### src/rtl/filter_sweep_ctrl.sv
// Delay-sweep sequencer for the filter bench: drives generator test controls,
// settles, measures the signed peak of a filter output and reports each point.
module filter_sweep_ctrl #(
    parameter int SIZE_DELAY       = 8,
    parameter int SIZE_FILTER_DATA = 16,
    parameter int SIZE_CNT         = 16
) (
    input  logic                        clk,
    input  logic                        reset,
    input  logic                        start,
    input  logic                        cfg_overlay,
    input  logic                        cfg_rate,
    input  logic [SIZE_DELAY-1:0]       cfg_delay_first,
    input  logic [SIZE_DELAY-1:0]       cfg_delay_last,
    input  logic [SIZE_DELAY-1:0]       cfg_delay_step,
    input  logic [SIZE_CNT-1:0]         cfg_settle_len,
    input  logic [SIZE_CNT-1:0]         cfg_window_len,
    input  logic [SIZE_FILTER_DATA-1:0] filter_data,
    input  logic                        result_ready,
    output logic                        test_overlay,
    output logic                        test_rate,
    output logic [SIZE_DELAY-1:0]       test_delay,
    output logic                        busy,
    output logic                        done,
    output logic                        result_valid,
    output logic [SIZE_DELAY-1:0]       result_delay,
    output logic [SIZE_FILTER_DATA-1:0] result_peak,
    output logic [SIZE_CNT-1:0]         result_peak_pos
);

    typedef enum logic [1:0] {
        S_IDLE,
        S_SETTLE,
        S_MEASURE,
        S_REPORT
    } state_t;

    state_t state_q, state_d;

    logic overlay_q, overlay_d;
    logic rate_q, rate_d;
    logic [SIZE_DELAY-1:0] delay_q, delay_d;
    logic [SIZE_DELAY-1:0] last_q, last_d;
    logic [SIZE_DELAY-1:0] step_q, step_d;
    logic [SIZE_CNT-1:0] settle_q, settle_d;
    logic [SIZE_CNT-1:0] win_last_q, win_last_d;
    logic [SIZE_CNT-1:0] cnt_q, cnt_d;
    logic signed [SIZE_FILTER_DATA-1:0] peak_q, peak_d;
    logic [SIZE_CNT-1:0] pos_q, pos_d;
    logic busy_q, busy_d;
    logic done_q, done_d;
    logic valid_q, valid_d;
    logic [SIZE_DELAY-1:0] res_delay_q, res_delay_d;
    logic signed [SIZE_FILTER_DATA-1:0] res_peak_q, res_peak_d;
    logic [SIZE_CNT-1:0] res_pos_q, res_pos_d;

    logic [SIZE_DELAY:0] next_sum;
    logic more;
    logic signed [SIZE_FILTER_DATA-1:0] sample;

    // Extra bit exposes the carry so a wrapped delay ends the sweep.
    assign next_sum = {1'b0, delay_q} + {1'b0, step_q};
    assign more = (step_q != '0) && !next_sum[SIZE_DELAY] &&
                  (next_sum[SIZE_DELAY-1:0] <= last_q);
    assign sample = $signed(filter_data);

    always_comb begin
        state_d     = state_q;
        overlay_d   = overlay_q;
        rate_d      = rate_q;
        delay_d     = delay_q;
        last_d      = last_q;
        step_d      = step_q;
        settle_d    = settle_q;
        win_last_d  = win_last_q;
        cnt_d       = cnt_q;
        peak_d      = peak_q;
        pos_d       = pos_q;
        busy_d      = busy_q;
        done_d      = 1'b0;
        valid_d     = valid_q;
        res_delay_d = res_delay_q;
        res_peak_d  = res_peak_q;
        res_pos_d   = res_pos_q;

        unique case (state_q)
            S_IDLE: begin
                if (start) begin
                    overlay_d  = cfg_overlay;
                    rate_d     = cfg_rate;
                    delay_d    = cfg_delay_first;
                    last_d     = cfg_delay_last;
                    step_d     = cfg_delay_step;
                    settle_d   = cfg_settle_len;
                    win_last_d = (cfg_window_len == '0) ? '0
                               : cfg_window_len - SIZE_CNT'(1);
                    cnt_d      = '0;
                    busy_d     = 1'b1;
                    state_d    = (cfg_settle_len == '0) ? S_MEASURE : S_SETTLE;
                end
            end
            S_SETTLE: begin
                if (cnt_q == settle_q - SIZE_CNT'(1)) begin
                    cnt_d   = '0;
                    state_d = S_MEASURE;
                end else begin
                    cnt_d = cnt_q + SIZE_CNT'(1);
                end
            end
            S_MEASURE: begin
                // Strict compare keeps the earliest position on ties.
                if ((cnt_q == '0) || (sample > peak_q)) begin
                    peak_d = sample;
                    pos_d  = cnt_q;
                end
                if (cnt_q == win_last_q) begin
                    valid_d     = 1'b1;
                    res_delay_d = delay_q;
                    res_peak_d  = peak_d;
                    res_pos_d   = pos_d;
                    state_d     = S_REPORT;
                end else begin
                    cnt_d = cnt_q + SIZE_CNT'(1);
                end
            end
            S_REPORT: begin
                if (result_ready) begin
                    valid_d = 1'b0;
                    if (more) begin
                        delay_d = next_sum[SIZE_DELAY-1:0];
                        cnt_d   = '0;
                        state_d = (settle_q == '0) ? S_MEASURE : S_SETTLE;
                    end else begin
                        busy_d  = 1'b0;
                        done_d  = 1'b1;
                        state_d = S_IDLE;
                    end
                end
            end
            default: begin
                state_d = S_IDLE;
            end
        endcase
    end

    always_ff @(posedge clk or posedge reset) begin
        if (reset) begin
            state_q     <= S_IDLE;
            overlay_q   <= 1'b0;
            rate_q      <= 1'b0;
            delay_q     <= '0;
            last_q      <= '0;
            step_q      <= '0;
            settle_q    <= '0;
            win_last_q  <= '0;
            cnt_q       <= '0;
            peak_q      <= '0;
            pos_q       <= '0;
            busy_q      <= 1'b0;
            done_q      <= 1'b0;
            valid_q     <= 1'b0;
            res_delay_q <= '0;
            res_peak_q  <= '0;
            res_pos_q   <= '0;
        end else begin
            state_q     <= state_d;
            overlay_q   <= overlay_d;
            rate_q      <= rate_d;
            delay_q     <= delay_d;
            last_q      <= last_d;
            step_q      <= step_d;
            settle_q    <= settle_d;
            win_last_q  <= win_last_d;
            cnt_q       <= cnt_d;
            peak_q      <= peak_d;
            pos_q       <= pos_d;
            busy_q      <= busy_d;
            done_q      <= done_d;
            valid_q     <= valid_d;
            res_delay_q <= res_delay_d;
            res_peak_q  <= res_peak_d;
            res_pos_q   <= res_pos_d;
        end
    end

    assign test_overlay    = overlay_q;
    assign test_rate       = rate_q;
    assign test_delay      = delay_q;
    assign busy            = busy_q;
    assign done            = done_q;
    assign result_valid    = valid_q;
    assign result_delay    = res_delay_q;
    assign result_peak     = res_peak_q;
    assign result_peak_pos = res_pos_q;

endmodule

### config.mk
export PLATFORM = sky130hd
export DESIGN_NAME = filter_sweep_ctrl
export DESIGN_NICKNAME = d
export VERILOG_FILES = /design/src/rtl/filter_sweep_ctrl.sv
export SDC_FILE = /design/constraint.sdc
export NUM_CORES = 1
export LEC_CHECK = 0
export BUFFER_PORTS_ARGS = -buffer_cell sky130_fd_sc_hd__buf_2
export CORE_MARGIN = 8
export CORE_UTILIZATION = 56
export CTS_CLUSTER_DIAMETER = 60
export DETAILED_ROUTE_END_ITERATION = 10
export PLACE_DENSITY_LB_ADDON = 0.05
export SLEW_MARGIN = 20
export SYNTH_ARGS = -nofsm -noshare
export SYNTH_HDL_FRONTEND = slang
export SYNTH_SLANG_ARGS = --single-unit
### constraint.sdc
create_clock -name clk -period 5.72 [get_ports clk]
set_input_delay 0.858 -clock clk [delete_from_list [all_inputs] [get_ports clk]]
set_output_delay 0.858 -clock clk [all_outputs]
set_load 0.05 [all_outputs]
# Word level (Yosys, flattened, before mapping)

Cells that the tools add are included.

Output and inout port bits: 53
Register bits: 151
Logic and storage cells: 85
Input bits: 78

Reductions and logical operators: 19
$add $sub $neg: 4
Eq/ne operators: 12
Order comparisons: 2
Mux-type cells: 31

Operators by type and width:

| kind                    | number |
|---|---|
| $mux W16                | 8 |
| $logic_not A16 Y1       | 4 |
| $pmux W16 S4            | 1 |
| $eq A16 B16 Y1          | 2 |
| $sub A16 B1 Y16 const B | 2 |
| $mux W8                 | 3 |
| $add A16 B1 Y16 const B | 1 |
| $gt A16 B16 Y1          | 1 |
| $pmux W8 S2             | 1 |
| $reduce_and A4 Y1       | 4 |
| $mux W2                 | 7 |
| $ne A2 B2 Y1 const B    | 7 |
| $add A8 B8 Y9           | 1 |
| $le A8 B8 Y1            | 1 |
| $mux W1                 | 8 |
| $pmux W2 S4             | 1 |
| $reduce_bool A8 Y1      | 1 |
| $eq A2 B2 Y1 const B    | 2 |
| $pmux W1 S2             | 2 |
| $reduce_and A2 Y1       | 2 |
| $reduce_bool A2 Y1      | 2 |
| $reduce_and A3 Y1       | 1 |
| $eq A2 B1 Y1 const B    | 1 |
| $logic_and A1 B1 Y1     | 2 |
| other kinds (3)         | 3 |

# Depth between registers and ports, before layout

Word-level depth: 7
Depth in mapped cells: 17
Gate-level depth less buffers: 15

# Worst setup path before layout

OpenSTA, ideal clock, no wires.

Kind: register to register
Start point: reg delay_q[0], in the netlist test_delay[0]
End point: reg delay_q[0], in the netlist test_delay[0]
Setup slack: 1535 ps
Arrival time: 4060 ps
Data required time: 5595 ps
Library setup time: 125 ps
Period minus slack after synthesis: 4185 ps
Cell stages (with the launch flop): 16
Path through: dfrtp_1 ha_1 fa_1 a211oi_1 nor2_1 o21a_1 nor2_1 xnor2_1 ha_1 o21ai_0 o21bai_1 o22ai_1 o211a_1 nand2_1 a211oi_1 mux2_2

Word-level cells in the longest chain between the ends: 6
Elaborated cells on any way between the ends: 10
Those cells by class: add/sub (1); order compare (1); eq/ne (1); mux (3); reduce/logical (4)

Ends and longest elaborated chain:

| element                                                              | RTL line | RTL |
|---|---|---|
| from (decl)                                                          | 42       | `logic [SIZE_DELAY-1:0] delay_q, delay_d;` |
| from (signal assigned)                                               | 169      | `delay_q <= delay_d;` |
| $add A8 B8 Y9 *                                                      | 62       | `assign next_sum = {1'b0, delay_q} + {1'b0, step_q};` |
| parallel branches: the longest is 5 deep, another holds $le A8 B8 Y1 | --       |  |

Mark *: on every way between the ends. The select of a mux whose other input is x is not followed.
A chain may end at the register's enable or synchronous reset.

# Worst setup path after layout

Start point: reg delay_q[0], in the netlist test_delay[0]
End point: reg cnt_q[0]

Word-level cells in the longest chain between the ends: 6
Elaborated cells on any way between the ends: 7
Those cells by class: add/sub (1); order compare (1); eq/ne (1); reduce/logical (4)

Ends and longest elaborated chain:

| element                                                              | RTL line | RTL |
|---|---|---|
| $add A8 B8 Y9 *                                                      | 62       |  |
| parallel branches: the longest is 2 deep, another holds $le A8 B8 Y1 | --       |  |
| $logic_and A1 B1 Y1 *                                                | 63       | `assign more = (step_q != '0) && !next_sum[SIZE_DELAY] &&` |
| $ne A2 B2 Y1 (no source line) *                                      | --       |  |
| $reduce_and A4 Y1 (no source line) *                                 | --       |  |
| to (signal assigned)                                                 | 174      | `cnt_q <= cnt_d;` |
| to (decl)                                                            | 47       | `logic [SIZE_CNT-1:0] cnt_q, cnt_d;` |

Mark *: on every way between the ends.

==> impl_metrics.json <==
{
  "hold_path.class": "flip-flop to flip-flop",
  "yosys-mux-area-fraction_pct": 12.1,
  "synth_top_area_share_pct": 43.6,
  "fin_area_mm2": 0.0100,
  "synth-seq-area-share_pct": 43.6,
  "slew_viol_final": 0,
  "cts_resized": 0,
  "num_vias": 6900,
  "async_flop_share_pct": 100,
  "met2_usage_pct": 35.1,
  "hold_viol_final": 0,
  "io_buffers": 130,
  "cts.sinks": 151,
  "crit_buf_inv": 1,
  "relSlewSlack_pct": 24.7,
  "ioPinCount": 131,
  "dpl_cell_area_mm2": 0.00942,
  "grt_pass1_vias": 7061,
  "clkSlewWorstSetupHoldPaths_ps": 60,
  "startpoint": "test_delay[0]$_DFFE_PP0P_",
  "fin_crit_ps": 4400,
  "rsz0062_at_grt": "no",
  "routed_wirelength_um": 20900,
  "p_sw_mw": 2.69,
  "die_w_um": 140,
  "numCtsBuffers": 17,
  "start_util_pct": 57.3,
  "ys_seq_elements": 151,
  "max_stage_delay_ps": 760,
  "grt_max_degree": 89,
  "worstSetupEndpointType": "flip-flop",
  "area_growth_pct": 15.6,
  "clockBufferDepth": 2,
  "pwr-share-clk_pct": 19.0,
  "cp_top_family": "compound AO/OA/AOI/OAI gates",
  "startpoint_type": "flip-flop",
  "tritoncts": "built",
  "finalSetupTns_ps": 0,
  "worst_ep_arrival_time_ps": 4770,
  "antenna_cells": 0,
  "viasPerCell": 5.93,
  "pwr-share-seq_pct": 30.1,
  "die_y_um": 140,
  "cp_max_fo": 21,
  "swShare_pct": 44.6,
  "cellPowerDensity_mw_per_mm2": 602,
  "antenna_found_initial": 0,
  "rows": 45,
  "path_cells": "ha_1 -> fa_1 -> a211oi_1 -> nor2_1 -> o21a_1 -> nor2_1 -> xnor2_1 -> ha_1 -> o21ai_0 -> o21bai_1 -> o22ai_1 -> o211a_1 -> o21ai_1 -> buf_4 -> a21oi_1 -> mux2_2",
  "gp_congestion": 0.829,
  "core-area_mm2": 0.0151,
  "final_nets": 1084,
  "ys.flop_type": "dfrtp_1",
  "avgSynthCellArea_um2": 10.1,
  "drc": 0,
  "min_from": "pos_q[13]$_DFFE_PP0P_",
  "synthAdderAreaFrac_pct": 6.29,
  "syn-instance-count": 863,
  "grt_pass1_wl_um": 34900,
  "crit_type": "flip-flop to flip-flop",
  "hold_buffers": 0,
  "fp.dieArea_mm2": 0.0197,
  "synth_area_leaders": "dfrtp_1 44%, mux2_2 11%, ha_1 6.1%, o21ai_0 3.5%, nor2_1 2.9%",
  "p_comb_share_pct": 50.9,
  "status": "finished, final reports clean",
  "met1_usage_pct": 28.1,
  "clock.fmax_ghz": 0.227,
  "power_leakage_nw": 4.44,
  "final_layout_size_suffix_gt1_share_pct": 27.4,
  "p_int_mw": 3.34,
  "synth_edf_count": 0,
  "min_period_over_period_pct": 77.0,
  "reg2reg_from": "test_delay[0]$_DFFE_PP0P_",
  "synth_cell_types": 63,
  "clockRootBuffer": "clkbuf_16",
  "clock_skew_ps": 8.76,
  "grt_usage_pct": 21.5,
  "maxCapViolations": 0,
  "setup_violations": 0,
  "synthXorXnorAreaFrac_pct": 5.45,
  "synth_top_cell_by_area": "dfrtp_1",
  "clk_latency_ps": 430,
  "dpl.hpwl_um": 15000,
  "netlist_area_mm2": 0.00868,
  "grt_overflow": 0,
  "drt_pre_antenna_iters": 5,
  "synth_top_family_by_area": "simple AND/OR/NAND/NOR gates",
  "ir_worst_vdd_mv": 0.338,
  "tightestPinTransition_ps": 1130,
  "synth_compound_area_share_pct": 13.2,
  "met3_usage_pct": 5.13,
  "dr.first_iter.drc_count": 403,
  "slowest_stage": "a21oi_1",
  "top_usage_layer": "met2",
  "yosys_warnings": 0,
  "synthesis.nets": 984,
  "ant_nets": 0,
  "h-tree-depth": 4,
  "cts_setup_buffers": 0,
  "wl_per_cell_um": 17.9,
  "yosys.area_share.simple_pct": 14.8,
  "crit_required_ps": 6080
}
-- path summary, 6_finish.rpt --
check                                              end  slack, ps  cells past startpoint
setup reg to reg                  cnt_q[0]$_DFFE_PP0P_       1320                     16
hold reg to reg                  pos_q[13]$_DFFE_PP0P_        500                      1
setup / recovery                  cnt_q[0]$_DFFE_PP0P_       1320                     16
min in group asynchronous  result_delay[2]$_DFFE_PP0P_        550                      2
hold / removal                   pos_q[13]$_DFFE_PP0P_        500                      1
max in group asynchronous        peak_q[2]$_DFFE_PP0P_       3880                      3
-- through the flow --
step	setup slack (ps)	hold WS (ps)	utilization, %	cells	total power, mW
final	1320	496	66.2	1163	6.03
after floorplan	797	465	-	863	4.13
after global routing	1050	516	66.2	1163	6.45
after global placement	1220	483	62.2	1132	4.75
after CTS	1330	498	66.2	1163	6.06
after detailed placement	1020	481	62.2	1132	4.89
-- power groups by stage --
stage                     clock (mW)  combinational [mW]  sequential [mW]
after floorplan                    0                1.94             2.19
after detailed placement           0                3.06             1.83
after global placement             0                2.94             1.80
final                           1.15                3.07             1.81
after global routing            1.21                3.38             1.86
after CTS                       1.16                3.09             1.81
-- sequential cells by signal (all words and copies together) (netlist names), 2 cells and up --
signal / cells
result_peak: 16
pos_q: 16
win_last_q: 16
state_q: 2
result_peak_pos: 16
step_q: 8
last_q: 8
test_delay: 8
settle_q: 16
cnt_q: 16
peak_q: 16
result_delay: 8
-- layout by cell type, fill, tap and decap left out, types with 22 or more instances in the layout --
| cell type | n |
|---|---|
| a31oi_1 | 34 |
| nand3_1 | 23 |
| mux2_2 | 86 |
| dfrtp_1 | 151 |
| ha_1 | 42 |
| nand2_1 | 51 |
| buf_2 | 130 |
| xor2_1 | 28 |
| inv_1 | 42 |
| xnor2_1 | 26 |
| nor2_1 | 65 |
| o21ai_0 | 60 |
| nand4_1 | 22 |
-- layer usage --
layer	share of wire [%]	vias up
met2	48	198
met1	46	3366
li1	-	3312
met5	0	-
met4	1.5	0
met3	4.7	24
-- synthesized netlist by cell type, drive strengths merged, types with 6 or more instances --
library cell,n
nand4,22
nor3,14
xnor2,26
o21ai,62
inv,43
nor4,23
a31oi,34
or4,6
mux2i,7
ha,42
xor2,28
nand3,23
clkbuf,41
a221o,11
dfrtp,151
nor2,66
a21oi,21
a211oi,7
o21a,6
nand2,52
buf,15
nor2b,11
mux2,87
-- cell type report --
| type | instances | area [µm²] |
|---|---|---|
| fill | 1221 | 5120 |
| tap | 188 | 235 |
| inverter | 43 | 166 |
| timing repair buffer | 137 | 703 |
| multi-input combinational | 613 | 4540 |
| clock inverter | 7 | 119 |
| clock buffer | 24 | 482 |
| sequential | 151 | 3780 |
-- worst register-to-register path: cells and delay by family (launching register included) --
kind,cells,cell delay (ps)
xor+xnor,1,200
buf+inv,1,210
flops,1,410
compound gates,8,2010
mux,1,300
simple gates,2,260
fa+ha+maj,3,960
-- cell families (layout without fill, tap and decap cells) --
group	count (synthesis)	after routing
AND/OR/NAND/NOR	247	247
buffers and inverters	99	211
adder cells (fa/ha/maj)	43	43
flip-flops	151	151
XOR/XNOR	54	54
AO/OA/AOI/OAI	175	175
multiplexers	94	94
Power figures use the tool's default switching activity.
